**config.mk**
```make
export PLATFORM = sky130hd
export DESIGN_NAME = imem_loader_flat
export DESIGN_NICKNAME = d
export VERILOG_FILES = /design/src/rtl/imem_loader_if.sv /design/src/rtl/imem_loader.sv /design/src/flat_wrapper.sv
export SDC_FILE = /design/constraint.sdc
export NUM_CORES = 1
export LEC_CHECK = 0
export BUFFER_PORTS_ARGS = -buffer_cell sky130_fd_sc_hd__buf_2
export CORE_UTILIZATION = 57
export DETAILED_ROUTE_END_ITERATION = 10
export PLACE_DENSITY = 0.8
export SETUP_SLACK_MARGIN = 0.5
export SYNTH_ARGS = -nofsm -noshare
export SYNTH_HDL_FRONTEND = slang
export SYNTH_SLANG_ARGS = --single-unit
```
**constraint.sdc**
```tcl
create_clock -name clock -period 2.5 [get_ports clock]
set_input_delay 0.5 -clock clock [delete_from_list [all_inputs] [get_ports clock]]
set_output_delay 0.5 -clock clock [all_outputs]
set_load 0.05 [all_outputs]
```
**src/rtl/imem_loader_if.sv**
```systemverilog
// Byte-stream input and instruction-memory write port of the program loader.
// The slave modport is the loader's view. The master modport is the view of
// the byte source and of the memory/CPU side.
interface imem_loader_if #(
  parameter int ADDR_W = 9
);
  logic              in_valid;
  logic [7:0]        in_data;
  logic              in_ready;
  logic              imem_we;
  logic [ADDR_W-1:0] imem_addr;
  logic [15:0]       imem_wdata;
  logic              cpu_hold;
  logic              load_done;
  logic              load_error;

  modport slave (
    input  in_valid, in_data,
    output in_ready, imem_we, imem_addr, imem_wdata,
    output cpu_hold, load_done, load_error
  );

  modport master (
    output in_valid, in_data,
    input  in_ready, imem_we, imem_addr, imem_wdata,
    input  cpu_hold, load_done, load_error
  );
endinterface

```
**src/rtl/imem_loader.sv**
```systemverilog
// Program loader: takes a framed byte image and writes 16-bit words into
// instruction memory starting at word 0. The CPU is held in reset until
// the image has loaded and its XOR checksum matches.
//
// Frame: count_hi count_lo | {hi lo} x count | checksum
// The checksum is the XOR of every byte that comes before it.
//
// state   | meaning
// CNT_HI  | waiting for the high byte of the word count
// CNT_LO  | waiting for the low byte of the count; the count is range-checked here
// DATA_HI | waiting for the high byte of the next word
// DATA_LO | waiting for the low byte of the next word
// WRITE   | one-cycle write strobe to memory; no byte is accepted
// CHECK   | waiting for the checksum byte
// DONE    | image verified and CPU released; stays here until reset
// ERROR   | bad count or checksum; CPU stays held; stays here until reset
module imem_loader #(
  parameter int ADDR_W = 9
) (
  input  logic          clock,
  input  logic          reset,
  imem_loader_if.slave  bus
);

  typedef enum logic [2:0] {
    CNT_HI, CNT_LO, DATA_HI, DATA_LO, WRITE, CHECK, DONE, ERROR
  } state_t;

  // Largest legal count is the full memory depth.
  localparam logic [16:0] MAX_COUNT = 17'(1) << ADDR_W;

  state_t            state;
  state_t            state_nxt;
  logic [15:0]       count;
  logic [7:0]        csum;
  logic [ADDR_W-1:0] addr;
  logic [15:0]       wdata;

  logic              in_ready;
  logic              imem_we;
  logic              cpu_hold;
  logic              load_done;
  logic              load_error;
  logic              xfer;
  logic [15:0]       count_full;
  logic              count_bad;
  logic              last_word;

  assign xfer       = bus.in_valid & in_ready;
  assign count_full = {count[15:8], bus.in_data};
  assign count_bad  = (count_full == 16'd0) || ({1'b0, count_full} > MAX_COUNT);
  // A count of 0 is rejected before WRITE, so count - 1 cannot underflow here.
  assign last_word  = (16'(addr) == count - 16'd1);

  // State register.
  always_ff @(posedge clock or posedge reset) begin
    if (reset) state <= CNT_HI;
    else       state <= state_nxt;
  end

  // Next state, and outputs decoded only from the registered state.
  always_comb begin
    state_nxt  = state;
    in_ready   = 1'b0;
    imem_we    = 1'b0;
    cpu_hold   = 1'b1;
    load_done  = 1'b0;
    load_error = 1'b0;
    case (state)
      CNT_HI: begin
        in_ready = 1'b1;
        if (bus.in_valid) state_nxt = CNT_LO;
      end
      CNT_LO: begin
        in_ready = 1'b1;
        if (bus.in_valid) state_nxt = count_bad ? ERROR : DATA_HI;
      end
      DATA_HI: begin
        in_ready = 1'b1;
        if (bus.in_valid) state_nxt = DATA_LO;
      end
      DATA_LO: begin
        in_ready = 1'b1;
        if (bus.in_valid) state_nxt = WRITE;
      end
      WRITE: begin
        imem_we   = 1'b1;
        state_nxt = last_word ? CHECK : DATA_HI;
      end
      CHECK: begin
        in_ready = 1'b1;
        if (bus.in_valid) state_nxt = (bus.in_data == csum) ? DONE : ERROR;
      end
      DONE: begin
        cpu_hold  = 1'b0;
        load_done = 1'b1;
      end
      ERROR: begin
        load_error = 1'b1;
      end
      default: state_nxt = CNT_HI;
    endcase
  end

  // Datapath: capture the count and word bytes, keep the running checksum,
  // and advance the word address after each write.
  always_ff @(posedge clock or posedge reset) begin
    if (reset) begin
      count <= '0;
      csum  <= '0;
      addr  <= '0;
      wdata <= '0;
    end else begin
      case (state)
        CNT_HI: if (xfer) begin
          count[15:8] <= bus.in_data;
          csum        <= csum ^ bus.in_data;
        end
        CNT_LO: if (xfer) begin
          count[7:0] <= bus.in_data;
          csum       <= csum ^ bus.in_data;
          addr       <= '0;
        end
        DATA_HI: if (xfer) begin
          wdata[15:8] <= bus.in_data;
          csum        <= csum ^ bus.in_data;
        end
        DATA_LO: if (xfer) begin
          wdata[7:0] <= bus.in_data;
          csum       <= csum ^ bus.in_data;
        end
        // The address stops on the last word, so it never wraps.
        WRITE: if (!last_word) addr <= addr + 1'b1;
        default: ;
      endcase
    end
  end

  assign bus.in_ready   = in_ready;
  assign bus.imem_we    = imem_we;
  assign bus.imem_addr  = addr;
  assign bus.imem_wdata = wdata;
  assign bus.cpu_hold   = cpu_hold;
  assign bus.load_done  = load_done;
  assign bus.load_error = load_error;

endmodule

```
**src/flat_wrapper.sv**
```systemverilog
// flat-port wrapper written by rule: the top's interface ports become plain ports
module imem_loader_flat 
#(
  parameter int ADDR_W = 9
)
  (clock, reset, bus_in_valid, bus_in_data, bus_in_ready, bus_imem_we, bus_imem_addr, bus_imem_wdata, bus_cpu_hold, bus_load_done, bus_load_error);
  imem_loader_if #(.ADDR_W(ADDR_W)) bus_i ();
  input  logic clock;
  input  logic reset;
  input wire logic [$bits(bus_i.in_valid)-1:0] bus_in_valid;
  input wire logic [$bits(bus_i.in_data)-1:0] bus_in_data;
  output wire logic [$bits(bus_i.in_ready)-1:0] bus_in_ready;
  output wire logic [$bits(bus_i.imem_we)-1:0] bus_imem_we;
  output wire logic [$bits(bus_i.imem_addr)-1:0] bus_imem_addr;
  output wire logic [$bits(bus_i.imem_wdata)-1:0] bus_imem_wdata;
  output wire logic [$bits(bus_i.cpu_hold)-1:0] bus_cpu_hold;
  output wire logic [$bits(bus_i.load_done)-1:0] bus_load_done;
  output wire logic [$bits(bus_i.load_error)-1:0] bus_load_error;
  assign bus_i.in_valid = bus_in_valid;
  assign bus_i.in_data = bus_in_data;
  assign bus_in_ready = bus_i.in_ready;
  assign bus_imem_we = bus_i.imem_we;
  assign bus_imem_addr = bus_i.imem_addr;
  assign bus_imem_wdata = bus_i.imem_wdata;
  assign bus_cpu_hold = bus_i.cpu_hold;
  assign bus_load_done = bus_i.load_done;
  assign bus_load_error = bus_i.load_error;
  imem_loader #(.ADDR_W(ADDR_W)) u_core (.clock(clock), .reset(reset), .bus(bus_i));
endmodule
```
* Yosys cells after proc, flatten, opt, wreduce, memory -nomap -nowiden
Cells that the tools add are included.
** Storage, ports and cells
- Input port bits :: 11
- Logic and storage cells :: 59
- Bits in registers :: 52
** Operators by class
- Reduce and logical (&&, ||, !) cells :: 14
- Bitwise operators :: 2
- Multiplexer cells :: 17
- Equal/unequal tests :: 16
- Add/subtract/negate cells :: 2
- $lt $le $gt $ge :: 1
** Operators by type and width (count)
- 2-to-1 mux 3 bit :: 7
- 2-to-1 mux 9 bit :: 2
- one-hot mux 3 bit (6 select lines) :: 1
- one-hot mux 9 bit (2 select lines) :: 1
- == test 9 x 16 -> 1 bit :: 1
- > comparator 16 x 10 -> 1 bit (second input constant) :: 1
- logical NOT 16 bit :: 1
- subtractor 16 x 1 -> 16 bit (second input constant) :: 1
- == test 3 bit (second input constant) :: 4
- inequality test 2 bit (second input constant) :: 6
- AND reduction 2 bit :: 5
- adder 9 x 1 -> 9 bit (second input constant) :: 1
- == test 8 bit :: 1
- XOR 8 bit :: 1
- == test 3 x 2 -> 1 bit (second input constant) :: 2
- 2-to-1 mux 1 bit :: 6
- AND reduction 6 bit :: 1
- nonzero test 6 bit :: 1
- OR reduction 5 bit :: 1
- OR reduction 4 bit :: 1
- == test 3 x 1 -> 1 bit (second input constant) :: 1
- logical NOT 3 bit :: 1
- AND reduction 3 bit :: 1
- inequality test 2 x 1 -> 1 bit (second input constant) :: 1
- other kinds (3) :: 3

* Logic depth before layout (Yosys ltp)
- Depth after elaboration :: 6
- Gate-level depth with buffers :: 11
- Gate-level depth less buffers :: 9

* Least setup slack after synthesis
Ideal clock, no wire load.
- Path kind :: register to output
- Start point :: register u_core.state[0]
- End point :: output port bus_in_ready
- Stages on the path, launching flop included :: 4
- Data required time :: 2.000 ns
- Slack :: 0.162 ns
- Data arrival time :: 1.838 ns
- Path through :: dfrtp_1 > clkbuf_1 > inv_1 > o21ai_0
** Between the ends
- Longest elaborated chain between the ends :: 3
** Ends and longest elaborated chain
- from (decl) :: RTL line imem_loader.sv:32 : state_t state;
- from (signal assigned) :: RTL line imem_loader.sv:58 : else state <= state_nxt;
- == test 3 x 1 -> 1 bit, or another cell as far along :: RTL line imem_loader.sv:69 : case (state)
- OR reduction 5 bit (no line) (*)
- 2-to-1 mux 1 bit (*) :: RTL line imem_loader.sv:69
- to (decl) :: RTL line flat_wrapper.sv:12 : output wire logic [$bits(bus_i.in_ready)-1:0] bus_in_ready;
Every way passes the cells marked *; elsewhere a longest branch is shown, timed or not.

* Final worst setup path
- Start point :: register u_core.count[3]
- End point :: register u_core.state[1]
** Between the ends
- Longest elaborated chain between the ends :: 4
** Ends and longest elaborated chain
- from (decl) :: RTL line imem_loader.sv:34 : logic [15:0] count;
- from (signal assigned) :: RTL line imem_loader.sv:120 : count[7:0] <= bus.in_data;
- subtractor 16 x 1 -> 16 bit :: RTL line imem_loader.sv:53 : assign last_word = (16'(addr) == count - 16'd1);
- == test 9 x 16 -> 1 bit :: RTL line imem_loader.sv:53
- 2-to-1 mux 3 bit :: RTL line imem_loader.sv:88 : state_nxt = last_word ? CHECK : DATA_HI;
- one-hot mux 3 bit (6 select lines) :: RTL line imem_loader.sv:69
No other way between the ends.
A chain may end at the register's enable or synchronous reset.

==> flow_summary.yaml <==
yosys:
  synth_area_leaders: "dfrtp_1 (46%), mux2_2 (13%), xnor2_1 (6.8%), nand2_1 (3.0%), mux2i_1 (2.5%)"
  synth_seq_cells: 52
  dominantRegCellSynth: "dfrtp_1"
  postSynth.asyncResetShare_pct: 100
  syn-cell-area_um2: 2840
  synthesis.instances: 257
  synth_edf_count: 0
  post_synth.cell_area_avg_um2: 11.0
  synth_xor_xnor_area_share_pct: 8.65
  synth.distinct_cells: 48
  main_combinational_cell_family_by_area_after_synthesis: "simple AND/OR/NAND/NOR gates"
  yosys-mux-area-fraction_pct: 15.2
  synth_nets: 270
  synth_compound_gate_area_share_pct: 7.59
  proportion_of_netlist_area_held_by_the_largest_area_contributor_pct: 45.9
  post_synthesis_share_of_cell_area_spent_on_full_adders_half_adders_and_majority_gates_pct: 0.883
  netlist.top_cell.by_area: "dfrtp_1"
  yosys_warnings: 0
  simple_logic_cell_fraction_of_the_synthesized_area_pct: 18.3
  ys_seq_area_share_pct: 45.9
clock_network:
  cts-buffers-inserted: 5
  root_driver: "clkbuf_8"
  clk_transition_reported_paths_ns: 0.10
  cts-htree-levels: 2
  cts_sinks: 52
  worst_skew_pair.late_latency_ns: 0.32
  tritoncts_clock_tree: "built"
  clk_path_buf_depth: 2
  cts_hold_buffers: 0
global_routing:
  grt_start_max_net_pins: 21
  grt_pass1_vias: 2193
  grt_first_pass_wirelength_um: 10800
  grtUsageTotal_pct: 27.5
  grt.overflow.total: 0
  grt_antenna_before_repair: 0
critical_path:
  worst-path-max-fanout: 11
  critPathArrivalTime_ns: 2.55
  depth_of_the_worst_register_to_register_path: 8
  worst_r2r_endpoint: "u_core.state[1]"
  setup.worst_path.end_class: "flop"
  rrSetupSlack_ns: 0.15
  worstReg2RegStart: "u_core.count[3]"
  crit_path_start_kind: "flop"
  cp-startpoint: "u_core.count[3]"
  critPathCapture: "u_core.state[1]"
  timing.setup.critical_path_class: "reg -> reg"
  cp_data_required_time_ns: 2.69
cells_and_area:
  num-fill-cells: 351
  design.final.nets: 323
  areaGrowthSynthToFinish_pct: 19.7
  post_layout_nonfiller_instances: 378
  insertedDiodeCount: 0
  multi_input_comb_area_um2: 1530
  area.sequential_um2: 1310
  drive_gt1_share_pct: 41.8
placement:
  dp_hpwl_um: 4340
  gpl.final_weighted_congestion: 0.875
  place_inst: 364
  count_of_input_and_output_buffers: 40
detailed_routing:
  dr_total_vias: 2291
  routed_wl_um: 6760
  detail_route.first_pass.iterations: 4
  drt_first_iter_violations: 120
  residual_antenna_violating_net_count_after_detailed_routing: 0
  drt_drc_violations_left: 0
  wire_per_inst_um: 17.9
  drt-vias-per-instance: 6.06
floorplan:
  die_width_um: 72.5
  num_rows: 25
  fp.coreArea_um2: 4750
  starting_utilization_of_the_core_area_pct: 59.6
  die_h_um: 72.5
  floorplan.die_area_um2: 5260
  num_io_pins: 41
sta:
  timing.max_slew.rel_slack_pct: 70.5
  final_min_period_over_clock_period_pct: 94.1
  report.final.setup_viol: 0
  max_freq_mhz: 425
  grt_setup_unrepaired: "true"
  final-max-slew-violation-count: 0
  fin_hold_viols: 0
  final_layout_setup_total_negative_slack_ns: 0
  clock_skew_ns: 0.00622
  final_period_minus_worst_setup_slack_ns: 2.35
  worstMarginPinSlew_ns: 0.441
power:
  cellLeakagePower_uw: 0.00150
  power-per-cell-area_nw_per_um2: 1430
  power.ir.vdd_worst_mv: 0.907
min_path:
  holdCritPathClass: "in -> async"
outcome:
  run_status: "finished, final reports clean"
job:
  timing.max_cap.violations: 0
==> layout make-up <==
| type | instances | area share [%] |
|---|---|---|
| Timing Repair Buffer | 55 | 9.40 |
| Clock inverter | 3 | 1.47 |
| Sequential cell | 52 | 38.7 |
| Inverter | 7 | 0.885 |
| Clock buffer | 5 | 2.03 |
| Tap cell | 67 | 2.47 |
| Multi-Input combinational cell | 189 | 45.1 |
==> per-layer routing <==
layer  global-route usage (%)  vias to the layer above  part of all wire, %  routed length [µm]
li1                         -                     1032                    -                   -
met1                     35.5                     1137                   43                2910
met2                     44.4                      101                   49                3340
met3                     5.42                       21                  4.9                 329
met4                     13.5                        0                  2.8                 187
met5                        0                        -                    0                   0
==> cells in the final DEF, fill, tap and decap left out, drive strengths merged, types with 7 or more instances in the layout <==
cell type  count
inv            8
dfrtp         52
nand2         23
xnor2         22
nor2          11
nand3         11
mux2          32
mux2i          7
nor3           7
nand4          9
buf           55
==> repair_timing <==
item,4_1_cts,5_1_grt
buffers inserted,5,1
pin swaps,2,1
endpoints found under the setup margin,13,17
resized for setup,10,10
==> worst min-delay path by stage <==
stage	cells past startpoint	end	from	slack [ns]
6_report	2	u_core.bus.imem_addr[2]	reset	0.15
3_3_place_gp	1	u_core.csum[1]	u_core.csum[1]	0.48
5_1_grt	2	u_core.bus.imem_addr[2]	reset	0.18
2_1_floorplan	1	u_core.csum[0]	u_core.csum[0]	0.46
4_1_cts	2	u_core.bus.imem_addr[2]	reset	0.16
3_5_place_dp	1	u_core.csum[2]	u_core.csum[2]	0.48
==> state kept, by name, summed over array words and instances, names as in the netlist <==
register / cells
u_core.bus.imem_addr: 9
u_core.bus.imem_wdata: 16
u_core.count: 16
u_core.csum: 8
u_core.state: 3
==> worst max-delay path, cell delays in order, from the launching register on <==
cell      delay, ns
dfrtp_2        0.49
or4_4          0.58
nor4_2         0.26
o311ai_1       0.12
nand3_1        0.13
nand4_1        0.12
buf_6          0.18
a211oi_1       0.27
a21oi_1        0.08
==> stage by stage <==
stage / cell area, µm² / utilization [%] / power, µW / setup slack, ns / hold slack, ns
global placement: 3150 / 66.2 / 3940 / 0.189 / 0.477
global route: 3390 / 71.4 / 5070 / 0.0292 / 0.184
floorplan: 2870 / - / 3510 / 0.286 / 0.465
CTS: 3350 / 70.6 / 4760 / 0.232 / 0.156
finish: 3390 / 71.4 / 4850 / 0.147 / 0.147
detailed placement: 3150 / 66.2 / 4010 / 0.0860 / 0.481
==> logic make-up (layout without fill, tap and decap cells) <==
kind of cell	Yosys count	count (layout)
compound gates	30	30
mux	39	39
flops	52	52
fa+ha+maj	2	2
xor+xnor	28	28
simple gates	90	90
buf+inv	16	70
==> power breakdown <==
group,internal [µW],switching [µW],total (µW)
Sequential,1200,477,1680
Clock,309,311,620
Combinational,941,1610,2550
Total,2450,2400,4850
==> Yosys cell counts (2+ instances only) <==
cell and n:
and2_1 2, and4_1 2, nand3_1 11, nor3_1 7
nor3b_1 2, nor4_1 2, mux2_2 32, clkbuf_1 3
nand2b_1 2, xnor2_1 22, nand4_1 9, o21ai_0 6
buf_6 5, nor4_2 2, and3_1 2, a211oi_1 3
nor3b_2 2, a21oi_1 6, nor2_1 11, xor2_1 6
nand3b_1 3, ha_1 2, inv_1 7, nand2_1 23
dfrtp_1 52, a32o_1 2, o211ai_1 4, mux2i_1 7
(Power assumes the default switching activity.)
